==> src/rtl/clock_mux_pkg.sv <==
// Shared definitions for the clock-mux switch controller: FSM encoding,
// response status codes and source select values.
package clock_mux_pkg;

  typedef enum logic [1:0] {
    ST_IDLE   = 2'd0,
    ST_CHECK  = 2'd1,
    ST_SETTLE = 2'd2,
    ST_RESP   = 2'd3
  } state_t;

  localparam logic [1:0] STAT_OK       = 2'b00;
  localparam logic [1:0] STAT_REJECTED = 2'b01;
  localparam logic [1:0] STAT_NOP      = 2'b10;
  localparam logic [1:0] STAT_FAILOVER = 2'b11;

  localparam logic SEL_CLK1 = 1'b0;
  localparam logic SEL_CLK2 = 1'b1;

  // Presence bit of the source addressed by sel.
  function automatic logic src_ok(input logic sel, input logic ok1, input logic ok2);
    return (sel == SEL_CLK2) ? ok2 : ok1;
  endfunction

endpackage

==> src/rtl/clock_mux_settle_timer.sv <==
// Down-counter that times the settle window after a mux select change.
// done is high whenever the count has reached zero.
module clock_mux_settle_timer #(
  parameter int SETTLE_CYCLES = 64
) (
  input  logic clk,
  input  logic rst,
  input  logic load,
  input  logic count,
  output logic done
);

  localparam int CW = (SETTLE_CYCLES > 1) ? $clog2(SETTLE_CYCLES) : 1;
  localparam logic [CW-1:0] LOAD_VAL = CW'(SETTLE_CYCLES - 1);

  logic [CW-1:0] cnt;

  // Load on entry to settle, then step down once per cycle, parking at zero.
  always_ff @(posedge clk) begin
    if (rst)
      cnt <= '0;
    else if (load)
      cnt <= LOAD_VAL;
    else if (count && (cnt != '0))
      cnt <= cnt - 1'b1;
  end

  assign done = (cnt == '0);

endmodule

==> src/rtl/clock_mux_switch_ctrl.sv <==
// Request/response controller for a glitchless two-input clock mux. It
// validates switch requests, drives the mux select, holds a settle window
// after every change and fails over autonomously when the active source dies.
import clock_mux_pkg::*;

module clock_mux_switch_ctrl #(
  parameter int SETTLE_CYCLES = 64,
  parameter bit AUTO_FAILOVER = 1'b1
) (
  input  logic       aclk,
  input  logic       areset,
  input  logic       req_valid,
  output logic       req_ready,
  input  logic       req_sel,
  input  logic       clk1_ok,
  input  logic       clk2_ok,
  output logic       selection,
  output logic       switching,
  output logic       rsp_valid,
  output logic [1:0] rsp_status
);

  state_t state;
  logic   tgt_q;
  logic   fo_take;
  logic   accept;
  logic   check_go;
  logic   tmr_done;

  // Failover wins over a pending request: the active source is gone and the
  // other one is present, so ready is withheld on that cycle.
  assign fo_take   = AUTO_FAILOVER && (state == ST_IDLE) &&
                     !src_ok(selection, clk1_ok, clk2_ok) &&
                      src_ok(~selection, clk1_ok, clk2_ok);
  assign req_ready = (state == ST_IDLE) && !areset && !fo_take;
  assign accept    = req_valid && req_ready;
  assign check_go  = (state == ST_CHECK) && (tgt_q != selection) &&
                     src_ok(tgt_q, clk1_ok, clk2_ok);

  clock_mux_settle_timer #(
    .SETTLE_CYCLES(SETTLE_CYCLES)
  ) u_timer (
    .clk  (aclk),
    .rst  (areset),
    .load (check_go || fo_take),
    .count(state == ST_SETTLE),
    .done (tmr_done)
  );

  // Controller FSM with registered select, settle flag and response.
  always_ff @(posedge aclk) begin
    if (areset) begin
      state      <= ST_IDLE;
      tgt_q      <= SEL_CLK1;
      selection  <= SEL_CLK1;
      switching  <= 1'b0;
      rsp_valid  <= 1'b0;
      rsp_status <= STAT_OK;
    end else begin
      rsp_valid <= 1'b0;
      case (state)
        ST_IDLE: begin
          if (fo_take) begin
            selection  <= ~selection;
            rsp_status <= STAT_FAILOVER;
            switching  <= 1'b1;
            state      <= ST_SETTLE;
          end else if (accept) begin
            tgt_q <= req_sel;
            state <= ST_CHECK;
          end
        end
        ST_CHECK: begin
          if (tgt_q == selection) begin
            rsp_status <= STAT_NOP;
            rsp_valid  <= 1'b1;
            state      <= ST_RESP;
          end else if (!src_ok(tgt_q, clk1_ok, clk2_ok)) begin
            rsp_status <= STAT_REJECTED;
            rsp_valid  <= 1'b1;
            state      <= ST_RESP;
          end else begin
            selection  <= tgt_q;
            rsp_status <= STAT_OK;
            switching  <= 1'b1;
            state      <= ST_SETTLE;
          end
        end
        ST_SETTLE: begin
          if (tmr_done) begin
            switching <= 1'b0;
            rsp_valid <= 1'b1;
            state     <= ST_RESP;
          end
        end
        ST_RESP: state <= ST_IDLE;
        default: state <= ST_IDLE;
      endcase
    end
  end

endmodule
==> config.mk <==
export PLATFORM = sky130hd
export DESIGN_NAME = clock_mux_switch_ctrl
export DESIGN_NICKNAME = d
export VERILOG_FILES = /design/src/rtl/clock_mux_pkg.sv /design/src/rtl/clock_mux_settle_timer.sv /design/src/rtl/clock_mux_switch_ctrl.sv
export SDC_FILE = /design/constraint.sdc
export NUM_CORES = 1
export LEC_CHECK = 0
export BUFFER_PORTS_ARGS = -buffer_cell sky130_fd_sc_hd__buf_2
export CORE_MARGIN = 2
export CORE_UTILIZATION = 33
export DETAILED_ROUTE_END_ITERATION = 8
export GPL_TIMING_DRIVEN = 0
export SYNTH_ARGS = -nofsm -noshare
export SYNTH_HDL_FRONTEND = slang
export SYNTH_SLANG_ARGS = --single-unit
==> constraint.sdc <==
create_clock -name aclk -period 1.8 [get_ports aclk]
set_input_delay 0.18 -clock aclk [delete_from_list [all_inputs] [get_ports aclk]]
set_output_delay 0.18 -clock aclk [all_outputs]
set_load 0.02 [all_outputs]
==> impl_results.md <==
- Share of layout cells above drive strength 1: 21.5%
- Grt total ovfl: 0
- EDFF count, synth: 0
- Seq pwr share: 29.2%
- Seq/Total Area, Yosys: 31.5%
- Worst Setup Path Type: flop to primary output
- Worst-case hold path end point: tgt_q
- Status: complete, no violations
- Initial antenna violation count: 0
- Via count: 868
- YS warnings: 0
- Cts repair resizes: 5
- Max Freq: 578 MHz
- Clk_lat worst skew: 290 ps
- Reg2reg end: state[0]
- # rows: 18
- Ant diodes: 0
- Initial core utilization: 35.3%
- Largest net degree at the start of global routing: 11
- Worst-path clk slew: 90 ps
- Crit Path Max Fanout: 10
- Switch Pwr: 830 uW
- Slew HR: 64.5%
- Vias per std cell: 5.75
- Hold Crit Start: req_sel
- DIE AREA: 0.00313 sq mm
- P_int: 988 uW
- Final instance area: 0.00104 sq mm
- H-tree depth: 1
- Drt wl/cell: 13.9 microns
- Total CTS buffers: 3
- 1st-iter DRT viols: 26
- Post-CTS setup buffers: 0
- CTS Sinks: 14
- Hold Path Cell Cnt: 3
- Post-Synthesis Cells: 107
- Worst setup EP type: primary output
- Slew Viols, Final: 0
- Syn Nets: 119
- Most common cell after layout, fill and taps aside: dfxtp_1
- Top FF cell, synth: dfxtp_1
- Pre-CTS setup slack: -167 ps
- Hold Fails Final Rpt: 0
- Total track usage: 14.3%
- Slew of the pin with the lowest slew margin: 528 ps
- Die Y: 55.9 microns
- Tcrit/Tclk final: 96.1%
- Syn Area/Cell: 8.31 sq um
- R2R setup slack: 90 ps
- Cells on worst reg2reg path: 6
- Fin Clk Skew: 4.32 ps
- Number of global-route vias before repair: 781
- Area after DPL: 982 sq um
- First-pass DRT Iterations: 4
- Leak: 0.434 nW
- Hold crit path type: primary input to flop
- Longest Clk Path Bufs: 2
- Pwr dens: 1740 mW/mm^2
- Final hold slack: 121 ps
- Clock network fraction of design power: 13.1%
- VDD IR max: 1.10 mV
- RSZ-0062 raised after global routing: yes
- Clock root buffer: clkbuf_4
- Critical Path Source Type: flop
- Gate power share: 57.7%
- Antenna-violating nets left: 0
- Mapped Area: 890 sq um
- CORE AREA: 0.00252 sq mm
- # hold bufs at CTS: 0
- CTS tree: done
- Reg-to-reg critical path startpoint: state[1]
- # Max-Cap Violations: 0
- Async S/R FF share, synth: 0%
- Final HPWL DP: 1550 microns
- # IOs: 12
- Final wirelength: 2100 microns
- Final Total Pwr: 1.82 mW
- Global-route wire length before repair: 3530 microns
- Min Tclk post-route: 1730 ps
- Crit path DAT: 1550 ps
- Number of I/O port buffers: 11
- # DRC: 0
- Yosys cell types: 39
- Data required, critical path: 1620 ps
- Overall die width: 55.9 microns
- Fill cell count: 275
- Post-route worst setup slack: 69.9 ps
- GP Congestion: 0.796
- Switching part of the total: 45.7%
- Final-report setup violation count: 0
- Nets: 134
- Yosys reg bits: 14
- Commonest cells after routing, fill and taps aside: dfxtp_1, buf_2, a21oi_1
- Layout area overhead: 17.4%
-- metal layers --
metal / vias up / wire (microns) / global-route usage (%)
met5: - / 0 / 0
met4: 0 / 21 / 4.42
met3: 6 / 114 / 5.35
met2: 27 / 1050 / 24.5
met1: 404 / 914 / 16.5
li1: 431 / - / -
-- how the worst max path moves through the flow --
stage                        start         to  depth (start not counted)
after floorplan           state[0]   state[0]                          7
after global placement    state[0]   state[0]                          7
after detailed placement  state[0]   state[1]                          7
after CTS                 state[0]  req_ready                          5
after global routing      state[0]  req_ready                          5
final                     state[0]  req_ready                          5
-- through the flow --
step | cells | utilization (%) | TNS [ps]
6_report | 151 | 41.4 | 0
4_1_cts | 151 | 41.1 | 0
5_1_grt | 151 | 41.4 | -69.0
2_1_floorplan | 107 | - | 0
3_3_place_gp | 148 | 38.9 | -743
3_5_place_dp | 148 | 38.9 | -1130
-- cell usage after synthesis, drive strengths merged, types with 2 or more instances --
master,number,area share [%]
o311ai,2,2.0
a21oi,9,5.1
xor2,2,2.0
dfxtp,14,32
nor2b,2,1.7
nand2b,5,3.5
nor3,2,1.1
nand2,8,3.4
a31oi,3,2.1
nand3,6,3.4
ha,6,8.4
mux2i,2,2.3
inv,7,3.0
o21ai,3,1.7
clkbuf,3,1.3
nand3b,2,1.7
or2,2,1.4
a311oi,2,2.0
nand4,2,1.4
nor2,7,3.0
-- state kept, by name, summed over array words and instances (netlist names) --
signal	count
selection	1
rsp_status	2
u_timer.cnt	6
switching	1
rsp_valid	1
state	2
tgt_q	1
-- power by group through the flow --
stage                     clock network [mW]  logic [mW]  registers (mW)
after floorplan                            0       0.738           0.556
after global placement                     0       0.984           0.519
after detailed placement                   0        1.02           0.519
after CTS                              0.250        1.05           0.517
after global routing                   0.262        1.16           0.544
final                                  0.238        1.05           0.530
-- critical path, cell delays in order, from the launching register on --
cell and delay, ps:
dfxtp_1 340, inv_1 150, ha_2 310, nand3_2 170, nor2_1 120, buf_2 170
-- area by class of cell --
class	count	area [sq um]	share of cell area, %
clock buffers	4	36.3	3.47
repair buffers	11	55.1	5.27
multi-input cells	82	597	57.1
plain buffers	3	12.5	1.20
inverters	7	26.3	2.51
well taps	30	37.5	3.59
flip-flops and latches	14	280	26.8
-- logic make-up after synthesis --
| group | synth area share (%) |
|---|---|
| mux | 2.25 |
| simple gates | 26.0 |
| flops | 31.5 |
| buf+inv | 4.78 |
| xor+xnor | 2.95 |
| compound gates | 24.1 |
| fa+ha+maj | 8.44 |
Power figures use the tool's default switching activity.
